--- config.mk ---
export PLATFORM = sky130hd
export DESIGN_NAME = aes_state_demux
export DESIGN_NICKNAME = d
export VERILOG_FILES = /design/src/rtl/aes_pkg.sv /design/src/rtl/aes_state_hold.sv /design/src/rtl/aes_state_demux.sv
export SDC_FILE = /design/constraint.sdc
export NUM_CORES = 1
export LEC_CHECK = 0
export ABC_AREA = 1
export CAP_MARGIN = 25
export CELL_PAD_IN_SITES_DETAIL_PLACEMENT = 2
export CELL_PAD_IN_SITES_GLOBAL_PLACEMENT = 2
export CORE_MARGIN = 1
export CORE_UTILIZATION = 23
export DETAILED_ROUTE_END_ITERATION = 8
export PLACE_DENSITY_LB_ADDON = 0.1
export SKIP_CTS_REPAIR_TIMING = 1
export SLEW_MARGIN = 20
export SYNTH_ARGS = -nofsm -noshare
export SYNTH_HDL_FRONTEND = slang
export SYNTH_SLANG_ARGS = --single-unit
--- constraint.sdc ---
create_clock -name clk -period 1.7 [get_ports clk]
set_clock_uncertainty 0.15 [all_clocks]
set_input_delay 0.34 -clock clk [delete_from_list [all_inputs] [get_ports clk]]
set_output_delay 0.34 -clock clk [all_outputs]
set_load 0.01 [all_outputs]
--- src/rtl/aes_pkg.sv ---
// Shared AES state types and demux select encodings.
// Types only; no logic, no latency, no flow control.
package aes_pkg;
  typedef logic [7:0] byte_t;
  typedef byte_t [0:3][0:3] state_t;

  localparam logic SEL_FEEDBACK = 1'b0;
  localparam logic SEL_OUTPUT   = 1'b1;
endpackage

--- src/rtl/aes_state_hold.sv ---
// Single-entry AES state holding register with accepted-block counter.
// Load to valid: 1 cycle. Holds data while valid & !ready; drain + load same edge sustains 1/cycle.
// AES_DEMUX_ZEROIZE_EN: clear the data register on a drain with no simultaneous load.
module aes_state_hold
  import aes_pkg::*;
#(
  parameter int CNT_W        = 8,
  parameter bit ZERO_ON_IDLE = 1'b1
) (
  input  logic             clk,
  input  logic             rst,
  input  logic             load,
  input  state_t           load_state,
  output state_t           state,
  output logic             valid,
  input  logic             ready,
  output logic             free,
  output logic [CNT_W-1:0] cnt
);

  assign free = !valid | ready;

  always_ff @(posedge clk) begin
    if (rst) begin
      valid <= 1'b0;
      cnt   <= '0;
    end else if (load) begin
      valid <= 1'b1;
      cnt   <= cnt + CNT_W'(1);
    end else if (ready) begin
      valid <= 1'b0;
    end
  end

  // Data has no reset unless ZERO_ON_IDLE asks for one; valid alone marks it meaningful.
  always_ff @(posedge clk) begin
    if (rst) begin
      if (ZERO_ON_IDLE) state <= '0;
    end else if (load) begin
      state <= load_state;
    end
`ifdef AES_DEMUX_ZEROIZE_EN
    else if (valid && ready) begin
      state <= '0;
    end
`endif
  end

endmodule

--- src/rtl/aes_state_demux.sv ---
// Registered 1-to-2 demux of the AES state: sink 0 round feedback, sink 1 output stage.
// Latency 1 cycle; in_ready follows the selected channel's free flag, stalled channel never blocks the other.
// Optional AES_DEMUX_ZEROIZE_EN clears drained holding registers.
module aes_state_demux
  import aes_pkg::*;
#(
  parameter int CNT_W        = 8,
  parameter bit ZERO_ON_IDLE = 1'b1
) (
  input  logic             clk,
  input  logic             rst,
  input  state_t           in_state,
  input  logic             in_valid,
  input  logic             in_sel,
  output logic             in_ready,
  output state_t           out0_state,
  output logic             out0_valid,
  input  logic             out0_ready,
  output state_t           out1_state,
  output logic             out1_valid,
  input  logic             out1_ready,
  output logic [CNT_W-1:0] cnt0,
  output logic [CNT_W-1:0] cnt1,
  output logic             busy
);

  logic free0, free1;
  logic load0, load1;

  assign in_ready = (in_sel == SEL_OUTPUT) ? free1 : free0;
  assign load0    = in_valid & in_ready & (in_sel == SEL_FEEDBACK);
  assign load1    = in_valid & in_ready & (in_sel == SEL_OUTPUT);
  assign busy     = out0_valid | out1_valid;

  aes_state_hold #(.CNT_W(CNT_W), .ZERO_ON_IDLE(ZERO_ON_IDLE)) u_hold0 (
    .clk        (clk),
    .rst        (rst),
    .load       (load0),
    .load_state (in_state),
    .state      (out0_state),
    .valid      (out0_valid),
    .ready      (out0_ready),
    .free       (free0),
    .cnt        (cnt0)
  );

  aes_state_hold #(.CNT_W(CNT_W), .ZERO_ON_IDLE(ZERO_ON_IDLE)) u_hold1 (
    .clk        (clk),
    .rst        (rst),
    .load       (load1),
    .load_state (in_state),
    .state      (out1_state),
    .valid      (out1_valid),
    .ready      (out1_ready),
    .free       (free1),
    .cnt        (cnt1)
  );

endmodule

==> impl_metrics.py, run 1 <==
metrics = {
    "cells_and_area": {
        "final_area_mm2": 0.0165,
        "final_util": 0.402,
        "regArea_mm2": 0.00549,
        "n_fill_cell": 4550,
        "area_growth_pct": 71.2,
        "final_nets": 1787,
        "multiInputGateArea_mm2": 0.00367,
        "layout-drive-gt1-share": 0.0704,
    },
    "global_routing": {
        "first_global_vias": 10700,
        "grt_pass1_wl_um": 61300,
        "grtUsageTotal": 0.187,
        "overflow": 0,
        "antenna_found_initial": 4,
        "grt_max_degree": 83,
    },
    "drt": {
        "antenna_left": 0,
        "post_drt_via_cell_ratio": 4.49,
        "route.detailed.drc": 21,
        "avgRoutedWirePerCell_um": 18.8,
        "vias": 9920,
        "drt-initial-drc-count": 331,
        "drt_wl_total_um": 41600,
        "firstDrtPassIters": 6,
    },
    "power": {
        "p_seq_frac": 0.420,
        "cellLeakagePower_nw": 10.4,
        "powerDensity_mw_per_mm2": 989,
        "p_sw_mw": 4.06,
        "combPwrFrac": 0.126,
        "p_total_mw": 16.3,
        "switching_share": 0.248,
        "peakVddDrop_v": 0.000602,
        "power.internal_mw": 12.3,
        "p_clk_frac": 0.453,
    },
    "yosys": {
        "synthArstFlopShare": 0,
        "synth.most_common_cell": "nand2_1",
        "synth_top_cell_area_share": 0.569,
        "synthFlopType": "dfxtp_1",
        "synth_area_leaders": "dfxtp_1, nand2_1, a21oi_1",
        "synth_area_per_cell_um2": 7.75,
        "synth_cells": 1245,
        "synthTopCellsByCount": "nand2_1, dfxtp_1, a21oi_1",
        "seq_area_frac_synth": 0.569,
        "syn_nets": 1381,
        "ys_ff_latch": 274,
        "synth_cell_type_count": 18,
        "synth_top_cell_by_area": "dfxtp_1",
        "syn_area_mm2": 0.00964,
        "synth_edf_count": 0,
        "yosysWarningCount": 0,
    },
    "floorplanning": {
        "chipWidth_um": 207,
        "initial_utilization": 0.235,
        "die_area_mm2": 0.0428,
        "coreArea_mm2": 0.0411,
        "io_pins": 410,
        "die_h_um": 207,
        "row_count": 74,
    },
    "clock_tree": {
        "clk_pin_slew_ns": 0.06,
        "cts_max_level": 2,
        "cts_max_path_buffers": 3,
        "cts_tree": "built",
        "clockRootBuffer": "clkbuf_16",
        "numCtsBuffers": 34,
        "clock-sinks": 274,
        "insertion_delay_ns": 0.53,
    },
    "sta": {
        "fmaxAchievable_mhz": 554,
        "finalSetupViolCount": 2,
        "fin_crit_ns": 1.81,
        "final_max_slew_viol_count": 0,
        "rsz0062_at_grt": "yes",
        "max_slew.worst_pin.slew_ns": 0.435,
        "finalWorstSetupSlack_ns": -0.106,
        "finalCritPeriodShare": 1.06,
        "relSlewSlack": 0.710,
        "hold_viol_final": 0,
    },
    "place": {
        "port_buffers": 409,
        "dpl_cell_area_mm2": 0.0147,
        "hpwl_um": 29300,
        "gp_congestion": 0.728,
    },
    "job": {
        "maxCapViolations": 0,
    },
    "worst_setup_path": {
        "cp-start-kind": "flop",
        "end_kind": "primary output",
        "critPathMaxStageDelay_ns": 0.32,
        "critical_path.max_fanout": 2,
        "cp.arrival_ns": 1.32,
        "cp_slowest_cell": "dfxtp_2",
        "cpMostUsedCell": "buf_6",
        "required_ns": 1.21,
        "path_buf_inv": 2,
        "critPathKind": "reg2out",
        "worst-r2r-setup-slack_ns": 0.13,
        "crit_family": "flip-flops",
        "worstPathCellList": "buf_6 -> or2_4 -> buf_6",
    },
    "worst_hold_path": {
        "hold_class": "in2reg",
    },
    "run_status": {
        "violations": "design-rule violations, negative setup slack",
        "outcome": "finished with violations",
    },
}
[worst paths after layout]
path / from / end / cells past startpoint
worst max-delay path: u_hold0.valid / busy / 3
worst min-delay path: rst / u_hold1.state[14] / 3
worst max register to register: u_hold1.valid / u_hold1.state[31] / 7
worst min register to register: u_hold1.state[22] / u_hold1.state[22] / 2
[worst register-to-register path: cells and delay by family (launching register included)]
kind | cells | cell delay (ns)
AOI/OAI and AO/OA | 1 | 0.15
buffers and inverters | 3 | 0.55
DFF | 1 | 0.37
and+or+nand+nor | 3 | 0.28
[layout by cell type, fill, tap and decap left out, types with 7 or more instances in the layout]
cell and instances:
inv_1 15, clkbuf_8 7, buf_4 18, clkinv_2 9, buf_12 26, nand2_1 556
dfxtp_1 272, clkbuf_1 7, dlymetal6s2s_1 271, a21oi_1 267, nor2_1 15, clkbuf_16 37
clkdlybuf4s50_1 132, o21ai_0 7
[metrics by stage]
step | setup WS (ns) | hold slack [ns] | setup TNS [ns] | instances
after floorplan | 0.324 | 0.333 | 0 | 1245
final | -0.106 | 0.106 | -0.143 | 2210
after detailed placement | -0.552 | 0.307 | -84.75 | 2147
after CTS | -0.623 | 0.0667 | -73.37 | 2209
after global routing | -0.151 | 0.0993 | -0.302 | 2210
after global placement | -0.570 | 0.299 | -84.73 | 2147
[power by group through the flow]
stage	clock [mW]	sequential, mW	combinational, mW
6_report	7.40	6.86	2.07
5_1_grt	7.91	6.89	2.26
4_1_cts	7.69	6.88	2.18
3_5_place_dp	0	7.01	2.16
3_3_place_gp	0	7.00	2.14
2_1_floorplan	0	7.13	0.635
[kinds of logic after synthesis]
logic type	count (synthesis)	synth area share
flip-flops	274	0.569
AO/OA/AOI/OAI	274	0.142
adder cells (fa/ha/maj)	2	0.00259
XOR/XNOR	2	0.00182
buffers and inverters	106	0.0528
AND/OR/NAND/NOR	587	0.232
[cell type report]
type | count | share of cell area
multi-input combinational | 865 | 0.222
clock inverter | 12 | 0.00682
tap | 532 | 0.0403
clock buffer | 50 | 0.0627
inverter | 19 | 0.00462
timing repair buffer | 457 | 0.331
sequential | 274 | 0.332
antenna | 1 | 0.000152
[layer usage]
| layer | global-route usage | part of all wire |
|---|---|---|
| met1 | 0.213 | 0.39 |
| met3 | 0.0779 | 0.096 |
| met2 | 0.310 | 0.48 |
| met4 | 0.0735 | 0.030 |
| met5 | 0 | 0.0011 |
[state kept, by name (all words and copies together) (netlist names)]
signal / flops
u_hold0.valid: 1
u_hold1.valid: 1
u_hold1.state: 128
u_hold0.state: 128
u_hold0.cnt: 8
u_hold1.cnt: 8
Note: power is estimated with default switching activity, not from simulation.
==> run 2: changes to the inputs <==
- CORE_UTILIZATION: 23 -> 33
- DONT_BUFFER_PORTS: unset -> 1
==> impl_metrics.py, run 2 (synthesized netlist as in run 1, its figures left out) <==
metrics = {
    "cells_and_area": {
        "layout-drive-gt1-share": 0.0653,
        "final_area_mm2": 0.0115,
        "final_nets": 1400,
        "layout_common_cells": "nand2_1, dfxtp_1, a21oi_1, dlygate4sd3_1, clkbuf_16",
        "area_growth_pct": 19.6,
        "final_util": 0.402,
        "reg_top3": "u_hold0.state (128), u_hold1.state (128)",
        "final_common_cell": "nand2_1",
        "n_fill_cell": 3278,
    },
    "sta": {
        "hold_viol_final": 266,
        "fin_crit_ns": 1.74,
        "max_slew.worst_pin.slew_ns": 0.381,
        "hold_ws_ns": -0.273,
        "finalSetupViolCount": 1,
        "finalWorstSetupSlack_ns": -0.0360,
        "fmaxAchievable_mhz": 576,
        "final_max_slew_viol_count": 0,
        "rsz0062_at_grt": "yes",
        "relSlewSlack": 0.746,
        "finalCritPeriodShare": 1.02,
    },
    "drt": {
        "firstDrtPassIters": 4,
        "avgRoutedWirePerCell_um": 20.6,
        "drt_wl_total_um": 34500,
        "antenna_left": 0,
        "drt-initial-drc-count": 304,
        "vias": 8482,
        "post_drt_via_cell_ratio": 5.07,
        "route.detailed.drc": 0,
    },
    "job": {
        "maxCapViolations": 0,
    },
    "worst_setup_path": {
        "critical_path.max_fanout": 2,
        "critPathMaxStageDelay_ns": 0.31,
        "required_ns": 1.21,
        "r2r_cells": 6,
        "cp-start-kind": "flop",
        "cp.arrival_ns": 1.25,
        "worstPathCellList": "buf_4 -> or2_4",
        "critPathKind": "reg2out",
        "cp_slowest_cell": "dfxtp_1",
        "end_kind": "primary output",
    },
    "run_status": {
        "outcome": "finished with violations",
        "violations": "negative hold slack, negative setup slack",
    },
    "floorplanning": {
        "chipWidth_um": 173,
        "initial_utilization": 0.336,
        "row_count": 62,
        "die_area_mm2": 0.0299,
        "coreArea_mm2": 0.0287,
        "io_pins": 410,
        "die_h_um": 173,
    },
    "global_routing": {
        "overflow": 0,
        "antenna_found_initial": 1,
        "first_global_vias": 8763,
        "grtUsageTotal": 0.218,
        "grt_pass1_wl_um": 51700,
        "grt_max_degree": 266,
    },
    "clock_tree": {
        "clockRootBuffer": "clkbuf_16",
        "cts_tree": "built",
        "numCtsBuffers": 31,
        "clock-sinks": 274,
        "clk_pin_slew_ns": 0.06,
        "insertion_delay_ns": 0.54,
        "cts_max_level": 1,
        "cts_max_path_buffers": 3,
    },
    "place": {
        "dpl_cell_area_mm2": 0.0100,
        "hpwl_um": 22900,
        "port_buffers": 0,
        "gp_congestion": 0.767,
        "dp_slack_ns": 0.0672,
    },
    "worst_hold_path": {
        "hold-path-cell-count": 1,
        "hold_class": "in2reg",
    },
    "power": {
        "powerDensity_mw_per_mm2": 1280,
        "cellLeakagePower_nw": 4.22,
        "peakVddDrop_v": 0.000628,
    },
}
-- run 2: cell types whose count changed in the layout (fill, tap and decap cells not counted), moves of 2 or more --
cell | previous run | this run
dlymetal6s2s_1 | 271 | 0
clkdlybuf4s50_1 | 132 | 0
dlygate4sd3_1 | 0 | 44
buf_12 | 26 | 9
clkbuf_16 | 37 | 31
clkinv_2 | 9 | 3
clkbuf_2 | 4 | 0
buf_6 | 4 | 1
clkbuf_1 | 7 | 9
clkbuf_8 | 7 | 9
-- run 2: per-layer routing --
metal | wire length, µm | share of wire | GRT usage
met2 | 16900 | 0.49 | 0.378
met5 | 0 | 0 | 0
met1 | 12900 | 0.38 | 0.236
met3 | 3580 | 0.10 | 0.0972
met4 | 1060 | 0.031 | 0.0756
-- run 2: power by group --
group          internal [mW]  switching (mW)
combinational          0.342           0.517
clock                   4.17            2.60
sequential              6.72           0.385
-- run 2: through the flow --
step / setup TNS (ns) / power [mW] / std cells
finish: -0.0360 / 14.7 / 1672
global route: -0.175 / 15.4 / 1671
CTS: -0.273 / 14.9 / 1626
detailed placement: 0 / 8.01 / 1571
global placement: 0 / 7.97 / 1571
floorplan: 0 / 7.77 / 1245
-- run 2: layout make-up --
| type | instances | area, µm² | area share |
|---|---|---|---|
| Antenna cell | 2 | 5.00 | 0.000434 |
| Clock buffer | 49 | 933 | 0.0809 |
| Clock inverter | 6 | 105 | 0.00911 |
| Inverter | 19 | 76.3 | 0.00662 |
| Multi-Input combinational cell | 865 | 3670 | 0.318 |
| Sequential cell | 274 | 5490 | 0.476 |
| Tap cell | 384 | 480 | 0.0417 |
| Timing Repair Buffer | 73 | 774 | 0.0672 |
-- run 2: path summary, 6_finish.rpt --
kind                          start           endpoint  slack (ns)
hold / removal                  rst  u_hold1.state[11]       -0.27
setup / recovery      u_hold0.valid               busy       -0.04
setup reg to reg      u_hold1.valid  u_hold1.state[54]        0.12
hold reg to reg   u_hold0.state[14]  u_hold0.state[14]        0.36
-- run 2: critical path: cells and delay by family, from the launching register on --
kind / cells / cell delay, ns
flip-flops: 1 / 0.31
buffers and inverters: 1 / 0.15
AND/OR/NAND/NOR: 1 / 0.25
